### src/rtl/vend_dispense_ctrl_if.sv
// vend_dispense_ctrl_if
//   Request/acknowledge handshake to the 1-cent change hopper.
//   coin_eject : request, held by the controller until the hopper acks
//   coin_done  : 1-cycle ack from the hopper, one coin ejected
//   modport master : controller side (drives coin_eject)
//   modport slave  : hopper side (drives coin_done)
interface vend_dispense_ctrl_if;
   logic coin_eject;
   logic coin_done;

   modport master (output coin_eject, input coin_done);
   modport slave  (input coin_eject, output coin_done);
endinterface

### src/rtl/vend_dispense_ctrl.sv
// vend_dispense_ctrl
//   Downstream of the vending FSM. Queues vend requests (d) and change owed
//   (r), then drives the product motor and a 1-cent change hopper.
//   Vends always take priority over change.
//
// Ports
//   clk        : clock, all state on rising edge
//   reset      : synchronous, active-high; clears all state and outputs
//   vend_req   : vending FSM d, level; rising edge = one vend
//   change_amt : vending FSM r; nonzero = one change event of that many cents
//   hopper     : hopper handshake (coin_eject out, coin_done in)
//   motor_on   : product motor drive
//   busy       : work pending or in progress
//   ovf        : sticky, a pending counter saturated
//   fault      : sticky, hopper timeout
//
// Configuration
//   VEND_HOPPER_TIMEOUT_EN : builds the hopper watchdog (tcnt) and the FAULT
//                            path; undefined ties fault to 0.
module vend_dispense_ctrl #(
   parameter int unsigned MOTOR_CYCLES = 8,
   parameter int unsigned CHG_W        = 5,
   parameter int unsigned TIMEOUT      = 255
) (
   input  logic                        clk,
   input  logic                        reset,
   input  logic                        vend_req,
   input  logic [2:0]                  change_amt,
   vend_dispense_ctrl_if.master        hopper,
   output logic                        motor_on,
   output logic                        busy,
   output logic                        ovf,
   output logic                        fault
);

   typedef enum logic [2:0] {
      S_IDLE,
      S_VEND,
      S_CHG_REQ,
      S_GAP,
      S_FAULT
   } state_e;

   localparam int unsigned MCNT_W = (MOTOR_CYCLES > 1) ? $clog2(MOTOR_CYCLES) : 1;
   localparam logic [MCNT_W-1:0] MCNT_LAST = MCNT_W'(MOTOR_CYCLES - 1);
   // Wide enough for max pending + max event without wrap.
   localparam int unsigned SUM_W = CHG_W + 4;
   localparam logic [CHG_W-1:0] CHG_MAX = '1;

   if (MOTOR_CYCLES < 1 || TIMEOUT < 1) begin : g_bad_param
      $error("vend_dispense_ctrl: MOTOR_CYCLES and TIMEOUT must be >= 1");
   end

   state_e            state_q, state_d;
   logic              vend_q;
   logic [1:0]        vend_pend_q, vend_pend_d;
   logic [CHG_W-1:0]  chg_pend_q, chg_pend_d;
   logic [MCNT_W-1:0] mcnt_q, mcnt_d;
   logic              ovf_q, ovf_d;

`ifdef VEND_HOPPER_TIMEOUT_EN
   localparam int unsigned TCNT_W = (TIMEOUT > 1) ? $clog2(TIMEOUT) : 1;
   localparam logic [TCNT_W-1:0] TCNT_LAST = TCNT_W'(TIMEOUT - 1);
   logic [TCNT_W-1:0] tcnt_q, tcnt_d;
`endif

   logic             vend_ev;
   logic             vend_take;
   logic             coin_take;
   logic [2:0]       vend_sum;
   logic [SUM_W-1:0] chg_sum;

   // State register
   always_ff @(posedge clk) begin
      if (reset) begin
         state_q     <= S_IDLE;
         vend_q      <= 1'b0;
         vend_pend_q <= '0;
         chg_pend_q  <= '0;
         mcnt_q      <= '0;
         ovf_q       <= 1'b0;
`ifdef VEND_HOPPER_TIMEOUT_EN
         tcnt_q      <= '0;
`endif
      end else begin
         state_q     <= state_d;
         vend_q      <= vend_req;
         vend_pend_q <= vend_pend_d;
         chg_pend_q  <= chg_pend_d;
         mcnt_q      <= mcnt_d;
         ovf_q       <= ovf_d;
`ifdef VEND_HOPPER_TIMEOUT_EN
         tcnt_q      <= tcnt_d;
`endif
      end
   end

   // Next state
   always_comb begin
      state_d   = state_q;
      mcnt_d    = mcnt_q;
      vend_take = 1'b0;
      coin_take = 1'b0;
`ifdef VEND_HOPPER_TIMEOUT_EN
      tcnt_d    = tcnt_q;
`endif
      case (state_q)
         S_IDLE, S_GAP: begin
            if (vend_pend_q != '0) begin
               state_d   = S_VEND;
               mcnt_d    = '0;
               vend_take = 1'b1;
            end else if (chg_pend_q != '0) begin
               state_d = S_CHG_REQ;
`ifdef VEND_HOPPER_TIMEOUT_EN
               tcnt_d  = '0;
`endif
            end else begin
               state_d = S_IDLE;
            end
         end
         S_VEND: begin
            if (mcnt_q == MCNT_LAST) state_d = S_GAP;
            else                     mcnt_d  = mcnt_q + 1'b1;
         end
         S_CHG_REQ: begin
            if (hopper.coin_done) begin
               coin_take = 1'b1;
               state_d   = S_GAP;
            end
`ifdef VEND_HOPPER_TIMEOUT_EN
            else if (tcnt_q == TCNT_LAST) state_d = S_FAULT;
            else                          tcnt_d  = tcnt_q + 1'b1;
`endif
         end
         S_FAULT: state_d = S_FAULT;
         default: state_d = S_IDLE;
      endcase
   end

   // Pending counters: net add/decrement first, then saturate.
   always_comb begin
      vend_ev  = vend_req & ~vend_q;
      vend_sum = {1'b0, vend_pend_q} + {2'b00, vend_ev} - {2'b00, vend_take};
      chg_sum  = SUM_W'(chg_pend_q) + SUM_W'(change_amt) - SUM_W'(coin_take);
      ovf_d    = ovf_q;
      if (vend_sum > 3'd3) begin
         vend_pend_d = 2'd3;
         ovf_d       = 1'b1;
      end else begin
         vend_pend_d = vend_sum[1:0];
      end
      if (chg_sum > SUM_W'(CHG_MAX)) begin
         chg_pend_d = CHG_MAX;
         ovf_d      = 1'b1;
      end else begin
         chg_pend_d = chg_sum[CHG_W-1:0];
      end
   end

   // Outputs
   always_comb begin
      motor_on          = (state_q == S_VEND);
      hopper.coin_eject = (state_q == S_CHG_REQ);
      busy              = (state_q != S_IDLE) | (vend_pend_q != '0) | (chg_pend_q != '0);
      ovf               = ovf_q;
`ifdef VEND_HOPPER_TIMEOUT_EN
      fault             = (state_q == S_FAULT);
`else
      fault             = 1'b0;
`endif
   end

endmodule

### src/flat_wrapper.sv
// flat-port wrapper written by rule: the top's interface ports become plain ports
module vend_dispense_ctrl_flat 
#(
   parameter int unsigned MOTOR_CYCLES = 8,
   parameter int unsigned CHG_W        = 5,
   parameter int unsigned TIMEOUT      = 255
)
  (clk, reset, vend_req, change_amt, motor_on, busy, ovf, fault, hopper_coin_eject, hopper_coin_done);
  vend_dispense_ctrl_if hopper_i ();
  input  logic clk;
  input  logic reset;
  input  logic vend_req;
  input  logic [2:0] change_amt;
  output logic motor_on;
  output logic busy;
  output logic ovf;
  output logic fault;
  output wire logic [$bits(hopper_i.coin_eject)-1:0] hopper_coin_eject;
  input wire logic [$bits(hopper_i.coin_done)-1:0] hopper_coin_done;
  assign hopper_coin_eject = hopper_i.coin_eject;
  assign hopper_i.coin_done = hopper_coin_done;
  vend_dispense_ctrl #(.MOTOR_CYCLES(MOTOR_CYCLES), .CHG_W(CHG_W), .TIMEOUT(TIMEOUT)) u_core (.clk(clk), .reset(reset), .vend_req(vend_req), .change_amt(change_amt), .hopper(hopper_i), .motor_on(motor_on), .busy(busy), .ovf(ovf), .fault(fault));
endmodule
### config.mk
export PLATFORM = sky130hd
export DESIGN_NAME = vend_dispense_ctrl_flat
export DESIGN_NICKNAME = d
export VERILOG_FILES = /design/src/rtl/vend_dispense_ctrl_if.sv /design/src/rtl/vend_dispense_ctrl.sv /design/src/flat_wrapper.sv
export SDC_FILE = /design/constraint.sdc
export NUM_CORES = 1
export LEC_CHECK = 0
export ABC_AREA = 1
export ABC_CLOCK_PERIOD_IN_PS = 2350
export BUFFER_PORTS_ARGS = -buffer_cell sky130_fd_sc_hd__buf_2
export CORE_AREA = 2 2 51 53
export CTS_CLUSTER_SIZE = 28
export DETAILED_ROUTE_END_ITERATION = 16
export DIE_AREA = 0 0 53 55
export PLACE_DENSITY_LB_ADDON = 0.08
export REMOVE_ABC_BUFFERS = 1
export SYNTH_ARGS = -nofsm -noshare
export SYNTH_HDL_FRONTEND = slang
export SYNTH_SLANG_ARGS = --single-unit
### constraint.sdc
create_clock -name clk -period 2.35 [get_ports clk]
set_input_delay 0.3525 -clock clk [delete_from_list [all_inputs] [get_ports clk]]
set_output_delay 0.3525 -clock clk [all_outputs]
set_load 0.005 [all_outputs]
# Word level (Yosys, flattened, before mapping)
# Index checks and enable logic that the tools add are counted.
[word_totals]
out_inout_bits = 5
wordCells = 51
inputBits = 7
ff_bits = 15
[classes]
bitwise = 4
eq_ne = 9
n_lt_le_gt_ge = 2
n_reduce_logical = 9
muxes = 16
addsub = 5
[op_table]
columns = ["op", "count"]
rows = [
  ["$mux 3", 5],
  ["$pmux 3 s4", 1],
  ["$gt 9x5->1 const B", 1],
  ["$sub 9x1->9", 1],
  ["$add 5x3->6", 1],
  ["$eq 3x2->1 const B", 2],
  ["$eq 3x3->1 const B", 2],
  ["$mux 1", 6],
  ["$ne 2x1->1 const B", 3],
  ["$pmux 3 s2", 1],
  ["$reduce_bool 2->1", 3],
  ["$mux 5", 1],
  ["$reduce_bool 5->1", 1],
  ["$mux 2", 2],
  ["$add 2x1->3", 1],
  ["$add 3x1->3 const B", 1],
  ["$eq 3x1->1 const B", 1],
  ["$gt 3x2->1 const B", 1],
  ["$logic_not 3->1", 1],
  ["$reduce_and 3->1", 1],
  ["$reduce_bool 3->1", 1],
  ["$sub 3x1->3", 1],
  ["$ne 2x2->1 const B", 1],
  ["$or 1x1->1", 2],
  ["other kinds (4)", 4],
]

# Longest topological paths before layout
[depth]
word_depth = 7
depth_mapped = 13
depth_no_buf = 13

# Worst setup path after synthesis
# No wires, ideal clock.
[synth_path]
path_kind = "register to register"
from = "reg u_core.state_q[0]"
to = "reg u_core.ovf_q, in the netlist u_core.ovf"
setup_time_ps = 138
arrival_time_ps = 1740
setup_slack_ps = 473
n_path_buf = 0
stages_incl_launch_ff = 11
required_time_ps = 2212
period_less_slack_ps = 1877
path_cell_list = "dfxtp_1 > nand2_1 > nand3_1 > nor2_1 > ha_1 > inv_1 > ha_1 > fa_1 > xnor2_1 > nor2_1 > a21oi_2"
[synth_via]
elab_chain_len = 6
word_cells_on_any_way = 12
cone_classes = "add/sub (2); order compare (2); eq/ne (2); mux (3); reduce/logical (3)"
[synth_rtl]
columns = ["item", "line_no", "source"]
rows = [
  ["start, declared", "vend_dispense_ctrl.sv:54", "state_e state_q, state_d;"],
  ["start signal, assigned", "vend_dispense_ctrl.sv:86", "state_q <= state_d;"],
  ["branches (longest 6 deep; another with $sub 9x1->9)", "n/a", ""],
  ["end signal, assigned", "vend_dispense_ctrl.sv:91", "ovf_q <= ovf_d;"],
  ["end, declared", "vend_dispense_ctrl.sv:59", "logic ovf_q, ovf_d;"],
]
# Several ways; the timed one is not identified.
# A chain may end at the register's enable or synchronous reset.

# Worst setup path after layout
# Same ends and word-level chain as after synthesis.

==> results.py <==
metrics = {
    "status": {
        "status": "finished, final reports clean",
    },
    "synth": {
        "syn_area_sq_um": 961,
        "synth.most_common_cell": "inv_1",
        "netlist_instances": 128,
        "synth_common_cells": "inv_1 (26), dfxtp_1 (15), nand2_1 (15), nor2_1 (15)",
        "yosys.area.top_type_share_pct": 31.3,
        "postSynth.asyncResetShare_pct": 0,
        "ys_seq_area_share_pct": 31.3,
        "synth_cell_types": 24,
        "ys_ff_latch": 15,
        "avgSynthCellArea_sq_um": 7.51,
        "ys.flop_type": "dfxtp_1",
        "ys.warnings.count": 0,
        "synth_edf_count": 0,
        "yosys.area.top_type": "dfxtp_1",
        "synthTopCellsByArea": "dfxtp_1 (31%), ha_1 (12%), inv_1 (10%)",
    },
    "routing": {
        "wirelength_mm": 1.75,
        "vias": 809,
        "wl_per_cell_microns": 10.3,
        "dr_wl_met3_microns": 68,
        "via_per_inst": 4.76,
        "route.antenna.remaining_nets": 0,
        "drt_iter0_drc": 7,
        "drtPass1Iterations": 4,
        "drc_errors": 0,
        "met2_length_microns": 808,
        "wl_met1_microns": 855,
        "routed.top_layer": "met4",
    },
    "layout": {
        "n_fill_cell": 245,
        "area_growth_pct": 10.7,
        "n_antenna_cell": 0,
        "layout.nets": 159,
        "drive_gt1_share_pct": 16.4,
        "stdcell_count": 170,
    },
    "floorplanning": {
        "rows": 18,
        "core_sq_mm": 0.00236,
        "dieArea_sq_mm": 0.00292,
        "die_height_microns": 55,
        "io_pins": 12,
        "die_w_microns": 53,
        "start_util_pct": 40.6,
    },
    "power": {
        "p_sw_share_pct": 45.3,
        "p_leak_nw": 0.549,
        "comb_power_share_pct": 58.3,
        "p_int_mw": 0.770,
        "ir_drop_mv": 0.671,
        "p_clk_share_pct": 10.7,
        "p_switching_mw": 0.638,
        "pwr-share-seq_pct": 31.0,
        "p_per_area_mw_per_mm2": 1320,
    },
    "worst_setup_path": {
        "path_max_fanout": 5,
        "critical_path_required_ns": 2.57,
        "critPathCaptureType": "flip-flop",
        "worstReg2RegStart": "u_core.state_q[0]$_SDFFE_PP0P_",
        "reg2reg_to": "u_core.ovf$_SDFFE_PP0P_",
        "crit_end": "u_core.ovf$_SDFFE_PP0P_",
        "worst_ep_arrival_time_ns": 2.25,
        "cp-start-kind": "flip-flop",
        "crit_start": "u_core.state_q[0]$_SDFFE_PP0P_",
        "critPathKind": "flip-flop to flip-flop",
        "reg2reg_setup_slack_ns": 0.32,
        "reg2regPathDepth": 11,
    },
    "clocking": {
        "cts_buffers": 3,
        "insertion_delay_ns": 0.28,
        "cts-resized-gates": 0,
        "cts_setup_buffers": 0,
        "h-tree-depth": 1,
        "clock_path_buffers": 2,
        "cts_tree": "built",
        "clock_sink_count": 15,
        "holdBufCountCts": 0,
        "clkTransAtPathRegs_ns": 0.09,
        "cts-root-buf": "clkbuf_4",
    },
    "global_routing": {
        "grt_overflow": 0,
        "grt_first_pass_wirelength_mm": 3.13,
        "antenna_found_initial": 0,
        "first_global_vias": 770,
        "grt.total_usage_pct": 15.0,
        "grt_max_degree": 12,
    },
    "placed_design": {
        "hpwl_mm": 1.40,
        "globalplace.congestion": 0.798,
        "dp.cells": 166,
        "dp_slack_ns": 0.233,
        "port_buffers": 10,
    },
    "sta": {
        "whs_ns": 0.292,
        "hold_violations": 0,
        "fin_setup_tns_ns": 0,
        "fin_crit_sh_pct": 86.3,
        "finalMaxSlewViolations": 0,
        "rsz0062_at_grt": "no",
        "fmax_mhz": 493,
        "fin_skew_ns": 0.00176,
        "min_period_ns": 2.03,
        "setup_viol": 0,
        "timing.final.ws_setup_ns": 0.321,
    },
    "flow_run": {
        "max_cap_viol_count": 0,
    },
    "min_path": {
        "worstHoldPathType": "input pin to flip-flop",
    },
}
placed cells by master, fill, tap and decap left out, types with 2 or more instances in the layout:
cell and instances:
nand3_1 9, nor2_1 15, inv_1 26, buf_2 10
a21oi_2 6, o21ai_0 7, a21oi_1 5, nor4_1 2
nand4_1 2, ha_1 9, xnor2_1 3, dfxtp_1 15
nand2_1 15, clkbuf_4 3, xor2_1 2, fa_1 2
kinds of logic after synthesis:
kind of cell    Yosys count  share of synthesized area, %
other cells               1                         0.390
xor+xnor                  5                          4.56
fa+ha+maj                11                          15.9
flops                    15                          31.3
compound gates           19                          12.8
simple gates             49                          23.8
buf+inv                  28                          11.3
layout make-up:
class	instances	area, sq um	share of cell area (%)
timing repair buffer	10	50.0	4.71
inverter	26	97.6	9.18
tap	30	37.5	3.53
sequential	15	300	28.2
multi-input combinational	85	552	51.9
clock buffer	4	26.3	2.47
critical path: stages (launching register included):
cell and delay, ns:
dfxtp_1 0.40, inv_1 0.05, nand2_1 0.09, nand3_1 0.07, nor2_1 0.16, ha_1 0.14, inv_1 0.04, ha_1 0.19
fa_1 0.37, xnor2_1 0.23, nor2_1 0.08, a21oi_2 0.13
power by group through the flow:
| stage | combinational [mW] | sequential, mW | clock (mW) |
|---|---|---|---|
| floorplan | 0.654 | 0.426 | 0 |
| global placement | 0.817 | 0.443 | 0 |
| detailed placement | 0.819 | 0.444 | 0 |
| CTS | 0.826 | 0.438 | 0.162 |
| global route | 0.972 | 0.453 | 0.175 |
| finish | 0.821 | 0.436 | 0.150 |
metal layers:
layer  track usage [%]  vias up
met5                 0        -
met4              8.97        0
met3              3.23        2
met2              23.3        9
met1              19.0      366
li1                  -      432
worst min path at each step:
stage / startpoint / end / depth (start not counted)
2_1_floorplan: reset / u_core.chg_pend_q[0]$_SDFF_PP0_ / 1
3_3_place_gp: u_core.state_q[1]$_SDFFE_PP0P_ / u_core.state_q[2]$_SDFFE_PP0P_ / 1
3_5_place_dp: u_core.state_q[1]$_SDFFE_PP0P_ / u_core.state_q[2]$_SDFFE_PP0P_ / 1
4_1_cts: vend_req / u_core.vend_q$_SDFF_PP0_ / 3
5_1_grt: vend_req / u_core.vend_q$_SDFF_PP0_ / 3
6_report: vend_req / u_core.vend_q$_SDFF_PP0_ / 3
flip-flops by register name, summed over array words and instances (netlist names):
signal and count:
u_core.chg_pend_q 5, u_core.mcnt_q 3, u_core.ovf 1, u_core.state_q 3
u_core.vend_pend_q 2, u_core.vend_q 1
through the flow:
stage	power [mW]	instance area (sq um)	utilization, %
4_1_cts	1.43	1060	45.0
3_3_place_gp	1.26	1040	43.9
2_1_floorplan	1.08	950	-
5_1_grt	1.60	1060	45.0
3_5_place_dp	1.26	1040	43.9
6_report	1.41	1060	45.0
(Power assumes the default switching activity.)
